### src/rtl/mem_pkg.sv
// Shared encodings for the memory-stage access unit: funct3 codes, load marker, FSM states
// and the access-size decode used by the lane logic.
package mem_pkg;

    localparam int unsigned XLEN = 32;

    localparam logic [2:0] F3_LB  = 3'b000;
    localparam logic [2:0] F3_LH  = 3'b001;
    localparam logic [2:0] F3_LW  = 3'b010;
    localparam logic [2:0] F3_LBU = 3'b100;
    localparam logic [2:0] F3_LHU = 3'b101;
    localparam logic [2:0] F3_SB  = 3'b000;
    localparam logic [2:0] F3_SH  = 3'b001;
    localparam logic [2:0] F3_SW  = 3'b010;

    localparam logic [1:0] RESULT_SRC_LOAD = 2'b01;

    typedef enum logic [1:0] {IDLE, BUSY, DONE} mem_state_t;

    typedef enum logic [1:0] {SZ_BYTE, SZ_HALF, SZ_WORD} acc_size_t;

    // Undefined funct3 encodings fall back to a full-word access.
    function automatic acc_size_t acc_size(input logic [2:0] funct3, input logic is_store);
        acc_size_t sz;
        if (is_store) begin
            case (funct3)
                F3_SB:   sz = SZ_BYTE;
                F3_SH:   sz = SZ_HALF;
                F3_SW:   sz = SZ_WORD;
                default: sz = SZ_WORD;
            endcase
        end else begin
            case (funct3)
                F3_LB, F3_LBU: sz = SZ_BYTE;
                F3_LH, F3_LHU: sz = SZ_HALF;
                F3_LW:         sz = SZ_WORD;
                default:       sz = SZ_WORD;
            endcase
        end
        return sz;
    endfunction

endpackage

### src/rtl/mem_access_unit_if.sv
// Data-memory request/acknowledge bus; the access unit is the master, the memory the slave.
interface mem_access_unit_if;
    import mem_pkg::*;

    logic            mem_req_o;
    logic            mem_we_o;
    logic [XLEN-1:0] mem_addr_o;
    logic [3:0]      mem_be_o;
    logic [XLEN-1:0] mem_wdata_o;
    logic [XLEN-1:0] mem_rdata_i;
    logic            mem_ack_i;

    modport master (
        output mem_req_o,
        output mem_we_o,
        output mem_addr_o,
        output mem_be_o,
        output mem_wdata_o,
        input  mem_rdata_i,
        input  mem_ack_i
    );

    modport slave (
        input  mem_req_o,
        input  mem_we_o,
        input  mem_addr_o,
        input  mem_be_o,
        input  mem_wdata_o,
        output mem_rdata_i,
        output mem_ack_i
    );

endinterface

### src/rtl/mem_load_ext.sv
// Load lane select and sign/zero extension of a bus read word.
module mem_load_ext
    import mem_pkg::*;
(
    input  logic [2:0]      funct3_i,
    input  logic [1:0]      addr_lo_i,
    input  logic [XLEN-1:0] rdata_i,
    output logic [XLEN-1:0] data_o
);

    logic [7:0]  byte_sel;
    logic [15:0] half_sel;

    always_comb begin
        case (addr_lo_i)
            2'd0:    byte_sel = rdata_i[7:0];
            2'd1:    byte_sel = rdata_i[15:8];
            2'd2:    byte_sel = rdata_i[23:16];
            default: byte_sel = rdata_i[31:24];
        endcase
        half_sel = addr_lo_i[1] ? rdata_i[31:16] : rdata_i[15:0];

        case (funct3_i)
            F3_LB:   data_o = {{24{byte_sel[7]}}, byte_sel};
            F3_LBU:  data_o = {24'b0, byte_sel};
            F3_LH:   data_o = {{16{half_sel[15]}}, half_sel};
            F3_LHU:  data_o = {16'b0, half_sel};
            default: data_o = rdata_i;
        endcase
    end

endmodule

### src/rtl/mem_access_unit.sv
// Memory-stage access controller: one bus transaction per load/store, stalling the pipeline
// until ack or timeout. Define MISALIGN_TRAP_EN to abort misaligned accesses with an error.
module mem_access_unit
    import mem_pkg::*;
#(
    parameter int unsigned DATA_WIDTH     = 32,
    parameter int unsigned TIMEOUT_CYCLES = 16
) (
    input  logic                  clk,
    input  logic                  rst,
    input  logic [1:0]            ResultSrcM,
    input  logic                  MemWriteM,
    input  logic [2:0]            funct3M,
    input  logic [DATA_WIDTH-1:0] ALUResultM,
    input  logic [DATA_WIDTH-1:0] WriteDataM,
    mem_access_unit_if.master     bus,
    output logic [DATA_WIDTH-1:0] ReadDataM,
    output logic                  StallM,
    output logic                  MemErrM
);

    localparam int unsigned CntW = $clog2(TIMEOUT_CYCLES + 1);

    mem_state_t      state_q;
    logic [CntW-1:0] cnt_q;
    logic [2:0]      f3_q;
    logic [1:0]      lane_q;

    logic            pending;
    acc_size_t       size;
    logic [3:0]      be_d;
    logic [31:0]     wdata_d;
    logic            misaligned;
    logic [31:0]     load_data;

    always_comb begin
        pending = MemWriteM | (ResultSrcM == RESULT_SRC_LOAD);
        size    = acc_size(funct3M, MemWriteM);
        case (size)
            SZ_BYTE: begin
                be_d    = 4'b0001 << ALUResultM[1:0];
                wdata_d = {4{WriteDataM[7:0]}};
            end
            SZ_HALF: begin
                be_d    = 4'b0011 << {ALUResultM[1], 1'b0};
                wdata_d = {2{WriteDataM[15:0]}};
            end
            default: begin
                be_d    = 4'b1111;
                wdata_d = WriteDataM;
            end
        endcase
`ifdef MISALIGN_TRAP_EN
        misaligned = ((size == SZ_HALF) && ALUResultM[0]) ||
                     ((size == SZ_WORD) && (ALUResultM[1:0] != 2'b00));
`else
        misaligned = 1'b0;
`endif
    end

    assign StallM = pending & (state_q != DONE) & ~rst;

    mem_load_ext u_load_ext (
        .funct3_i  (f3_q),
        .addr_lo_i (lane_q),
        .rdata_i   (bus.mem_rdata_i),
        .data_o    (load_data)
    );

    always_ff @(posedge clk or posedge rst) begin
        if (rst) begin
            state_q         <= IDLE;
            cnt_q           <= '0;
            f3_q            <= 3'b000;
            lane_q          <= 2'b00;
            bus.mem_req_o   <= 1'b0;
            bus.mem_we_o    <= 1'b0;
            bus.mem_addr_o  <= '0;
            bus.mem_be_o    <= 4'b0000;
            bus.mem_wdata_o <= '0;
            ReadDataM       <= '0;
            MemErrM         <= 1'b0;
        end else begin
            case (state_q)
                IDLE: begin
                    if (pending) begin
                        bus.mem_addr_o  <= {ALUResultM[31:2], 2'b00};
                        bus.mem_be_o    <= be_d;
                        bus.mem_wdata_o <= wdata_d;
                        bus.mem_we_o    <= MemWriteM;
                        f3_q            <= funct3M;
                        lane_q          <= ALUResultM[1:0];
                        cnt_q           <= '0;
                        if (misaligned) begin
                            // Trapped access never reaches the bus.
                            state_q <= DONE;
                            MemErrM <= 1'b1;
                            if (!MemWriteM) begin
                                ReadDataM <= '0;
                            end
                        end else begin
                            state_q       <= BUSY;
                            bus.mem_req_o <= 1'b1;
                        end
                    end
                end
                BUSY: begin
                    if (cnt_q != CntW'(TIMEOUT_CYCLES)) begin
                        cnt_q <= cnt_q + CntW'(1);
                    end
                    // Ack takes priority over a timeout expiring in the same cycle.
                    if (bus.mem_ack_i) begin
                        state_q       <= DONE;
                        bus.mem_req_o <= 1'b0;
                        if (!bus.mem_we_o) begin
                            ReadDataM <= load_data;
                        end
                    end else if (cnt_q == CntW'(TIMEOUT_CYCLES - 1)) begin
                        state_q       <= DONE;
                        bus.mem_req_o <= 1'b0;
                        MemErrM       <= 1'b1;
                        ReadDataM     <= '0;
                    end
                end
                DONE: begin
                    state_q <= IDLE;
                    MemErrM <= 1'b0;
                end
                default: begin
                    state_q <= IDLE;
                end
            endcase
        end
    end

endmodule

### src/flat_wrapper.sv
// flat-port wrapper written by rule: the top's interface ports become plain ports
module mem_access_unit_flat import mem_pkg::*;
#(
    parameter int unsigned DATA_WIDTH     = 32,
    parameter int unsigned TIMEOUT_CYCLES = 16
)
  (clk, rst, ResultSrcM, MemWriteM, funct3M, ALUResultM, WriteDataM, ReadDataM, StallM, MemErrM, bus_mem_req_o, bus_mem_we_o, bus_mem_addr_o, bus_mem_be_o, bus_mem_wdata_o, bus_mem_rdata_i, bus_mem_ack_i);
  mem_access_unit_if bus_i ();
  input  logic clk;
  input  logic rst;
  input  logic [1:0] ResultSrcM;
  input  logic MemWriteM;
  input  logic [2:0] funct3M;
  input  logic [DATA_WIDTH-1:0] ALUResultM;
  input  logic [DATA_WIDTH-1:0] WriteDataM;
  output logic [DATA_WIDTH-1:0] ReadDataM;
  output logic StallM;
  output logic MemErrM;
  output wire logic [$bits(bus_i.mem_req_o)-1:0] bus_mem_req_o;
  output wire logic [$bits(bus_i.mem_we_o)-1:0] bus_mem_we_o;
  output wire logic [$bits(bus_i.mem_addr_o)-1:0] bus_mem_addr_o;
  output wire logic [$bits(bus_i.mem_be_o)-1:0] bus_mem_be_o;
  output wire logic [$bits(bus_i.mem_wdata_o)-1:0] bus_mem_wdata_o;
  input wire logic [$bits(bus_i.mem_rdata_i)-1:0] bus_mem_rdata_i;
  input wire logic [$bits(bus_i.mem_ack_i)-1:0] bus_mem_ack_i;
  assign bus_mem_req_o = bus_i.mem_req_o;
  assign bus_mem_we_o = bus_i.mem_we_o;
  assign bus_mem_addr_o = bus_i.mem_addr_o;
  assign bus_mem_be_o = bus_i.mem_be_o;
  assign bus_mem_wdata_o = bus_i.mem_wdata_o;
  assign bus_i.mem_rdata_i = bus_mem_rdata_i;
  assign bus_i.mem_ack_i = bus_mem_ack_i;
  mem_access_unit #(.DATA_WIDTH(DATA_WIDTH), .TIMEOUT_CYCLES(TIMEOUT_CYCLES)) u_core (.clk(clk), .rst(rst), .ResultSrcM(ResultSrcM), .MemWriteM(MemWriteM), .funct3M(funct3M), .ALUResultM(ALUResultM), .WriteDataM(WriteDataM), .bus(bus_i), .ReadDataM(ReadDataM), .StallM(StallM), .MemErrM(MemErrM));
endmodule
### config.mk
export PLATFORM = sky130hd
export DESIGN_NAME = mem_access_unit_flat
export DESIGN_NICKNAME = d
export VERILOG_FILES = /design/src/rtl/mem_pkg.sv /design/src/rtl/mem_access_unit_if.sv /design/src/rtl/mem_load_ext.sv /design/src/rtl/mem_access_unit.sv /design/src/flat_wrapper.sv
export SDC_FILE = /design/constraint.sdc
export NUM_CORES = 1
export LEC_CHECK = 0
export BUFFER_PORTS_ARGS = -buffer_cell sky130_fd_sc_hd__buf_4
export CAP_MARGIN = 10
export CORE_AREA = 2 2 103 105
export CTS_CLUSTER_SIZE = 30
export DETAILED_ROUTE_END_ITERATION = 12
export DIE_AREA = 0 0 105 107
export HOLD_SLACK_MARGIN = 0.03
export PLACE_DENSITY = 0.95
export SLEW_MARGIN = 5
export SYNTH_ARGS = -nofsm -noshare
export SYNTH_HDL_FRONTEND = slang
export SYNTH_SLANG_ARGS = --single-unit
export TNS_END_PERCENT = 5
### constraint.sdc
create_clock -name clk -period 9 [get_ports clk]
set_clock_uncertainty 0.15 [all_clocks]
set_input_delay 0.9 -clock clk [delete_from_list [all_inputs] [get_ports clk]]
set_output_delay 0.9 -clock clk [all_outputs]
set_load 0.05 [all_outputs]
==> reports/qor.yml <==
sta:
  worst-slew-pin-transition_ps: 1080
  setup_viol: 0
  finalSetupTns_ps: 0
  min_period_ps: 2950
  rsz0062_at_grt: "false"
  final_hold_viol_count: 0
  fmax_mhz: 339
  drv_slew: 0
  timing.slew.headroom_pct: 28.0
  period_share_pct: 32.8
logic_synthesis:
  async_flop_share_pct: 100
  ys_ff_latch: 113
  yosys.cell_types.count: 49
  synth_cells: 550
  synth_top_area_cell: "dfrtp_1"
  synth_area_leaders: "dfrtp_1 (54%), nand2_1 (12%), o21ai_0 (5.0%)"
  synth_common_cells: "nand2_1 (173), dfrtp_1 (113), o21ai_0 (53)"
  synth_area_um2: 5260
  syn_area_per_cell_um2: 9.56
  ys.flop_type: "dfrtp_1"
  synth.most_common_cell: "nand2_1"
  synth_top_area_share_pct: 53.8
  synth-seq-area-share_pct: 53.8
  ys_warn_count: 0
  synth_edf_count: 0
drt:
  drcViolationCount: 0
  drtIter0Drc: 273
  viasPerCell: 5.53
  drt_wl_total_um: 15000
  ant_nets: 0
  dr.pass1.iters: 5
  num_vias: 4902
  wl_per_cell_um: 16.9
place:
  gp_congestion: 0.841
  io_buffers: 206
  hpwl_um: 10700
finish:
  fillCellCount: 693
  diodes: 0
  area_growth_pct: 40.4
  final_layout_size_suffix_gt1_share_pct: 33.7
  nNetsFinal: 848
critical_path:
  path_buf_inv: 2
  max_stage_delay_ps: 300
  arrival_ps: 1900
  crit_path_end_kind: "primary output"
  cp_max_fo: 3
  crit_chain: "buf_4 -> nor2b_1 -> nor2_1 -> nor3_1 -> buf_4"
  startpoint_type: "input pin"
  critical-path-slowest-cell: "nor2b_1"
  path_class: "input pin to primary output"
  critical_path_required_ps: 7950
  worst_path_most_repeated_cell: "buf_4"
  critPathTopFamily: "simple AND/OR/NAND/NOR gates"
floorplan:
  start_util_pct: 52.1
  dieHeight_um: 107
  rows: 37
  io_pins: 209
  die_area_um2: 11200
  coreArea_um2: 10100
  die_x_um: 105
global_route:
  busiest_layer: "met2"
  grt_max_degree: 89
  grt-ovfl-total: 0
  use_met1_pct: 32.6
  grt_pass1_wl_um: 24500
  antenna_found_initial: 0
  grt_pass1_vias: 4945
  grt.met2_usage_pct: 47.4
  grt_util_met3_pct: 9.48
  track_usage_pct: 27.8
power:
  vdd_drop_max_uv: 252
  finalPower_mw: 3.27
  leakage_nw: 3.79
  cellPowerDensity_nw_per_um2: 443
clock_tree:
  cts_max_level: 4
  postCtsHoldBufs: 0
  cts_root_buf: "clkbuf_8"
  cts_tree: "yes"
  clk_pin_slew_ps: 50
  cts_sinks: 113
  cts_resized: 0
  postCtsSetupBuffers: 0
  clk_latency_ps: 510
  cts_made_buffers: 17
  cts_buffer_depth: 2
flow_run:
  cap_violations: 0
run_status:
  outcome: "complete, no violations"
worst_hold_path:
  hp-class: "input pin to async pin"
-- per-layer routing --
metal  vias to the layer above  part of all wire (%)
met5                         -                     0
met4                         0                   2.6
met3                        37                   9.4
met2                       257                    49
met1                      2355                    39
li1                       2253                     -
-- worst paths after layout --
| path | to | depth (start not counted) | startpoint | slack (ps) |
|---|---|---|---|---|
| max in group asynchronous | u_core.bus.mem_wdata_o[24] | 3 | rst | 7100 |
| hold / removal | u_core.ReadDataM[14] | 2 | rst | 210 |
| setup / recovery | StallM | 5 | ResultSrcM[1] | 6050 |
| setup reg to reg | u_core.ReadDataM[24] | 6 | u_core.cnt_q[0] | 6400 |
| min in group clk | u_core.bus.mem_addr_o[26] | 2 | u_core.bus.mem_addr_o[26] | 330 |
| hold reg to reg | u_core.bus.mem_addr_o[26] | 2 | u_core.bus.mem_addr_o[26] | 330 |
-- flip-flops by register name, indices dropped and copies added, names as in the netlist, 2 cells and up --
signal                  cells
u_core.ReadDataM           32
u_core.bus.mem_wdata_o     32
u_core.bus.mem_addr_o      30
u_core.cnt_q                5
u_core.bus.mem_be_o         4
u_core.f3_q                 3
u_core.lane_q               2
u_core.state_q              2
-- metrics by stage --
stage / std cells / worst slack (ps) / util (%) / hold slack, ps / instance area, um^2
floorplan: 551 / 4960 / - / 342 / 5260
global placement: 857 / 6040 / 67.7 / 310 / 6830
detailed placement: 857 / 5960 / 67.7 / 315 / 6830
CTS: 886 / 6040 / 73.2 / 207 / 7380
global route: 886 / 6010 / 73.2 / 223 / 7380
finish: 886 / 6050 / 73.2 / 214 / 7380
-- cell type report --
cell class	count	area, um^2	share of cell area (%)
clock inverter	5	52.6	0.712
tap	136	170	2.30
inverter	13	51.3	0.695
multi-input combinational	386	2210	30.0
clock buffer	24	500	6.78
sequential	113	2830	38.3
timing repair buffer	209	1570	21.2
-- cell families (layout without fill, tap and decap cells) --
family	Yosys count	in the layout	synth area share, %
adders and majority gates	3	3	0.714
muxes	32	32	6.45
and+or+nand+nor	227	227	19.0
buffers and inverters	52	251	4.54
AOI/OAI and AO/OA	120	120	15.2
DFF	113	113	53.8
other	1	2	0.0713
xor gates and xnor gates	2	2	0.333
-- layout by cell type (no fill, tap or decap), types with 3 or more instances in the layout --
cell       synthesis  layout
buf_4              2     209
nand2_1          173     173
dfrtp_1          113     113
o21ai_0           53      53
mux2i_1           25      25
a221o_1           17      17
clkbuf_16          0      16
inv_1             13      12
nor2_1            11      11
nor2b_1           10      10
a21oi_1           10       9
clkbuf_8           0       7
a221oi_1           6       6
a21o_1             6       6
and2_1             5       5
nand3b_1           5       5
nand3_1            4       4
a31oi_1            4       4
nand2b_1           4       4
mux2_2             4       4
o22ai_1            4       4
a32oi_1            4       4
or3_1              3       3
o21ai_1            4       3
ha_1               3       3
clkinv_2           0       3
-- power by group --
part,total [mW],internal (mW),switching (mW)
clock network,0.620,0.403,0.216
registers,0.940,0.743,0.196
logic,1.71,0.516,1.19
total,3.27,1.66,1.61
Power figures use the tool's default switching activity.
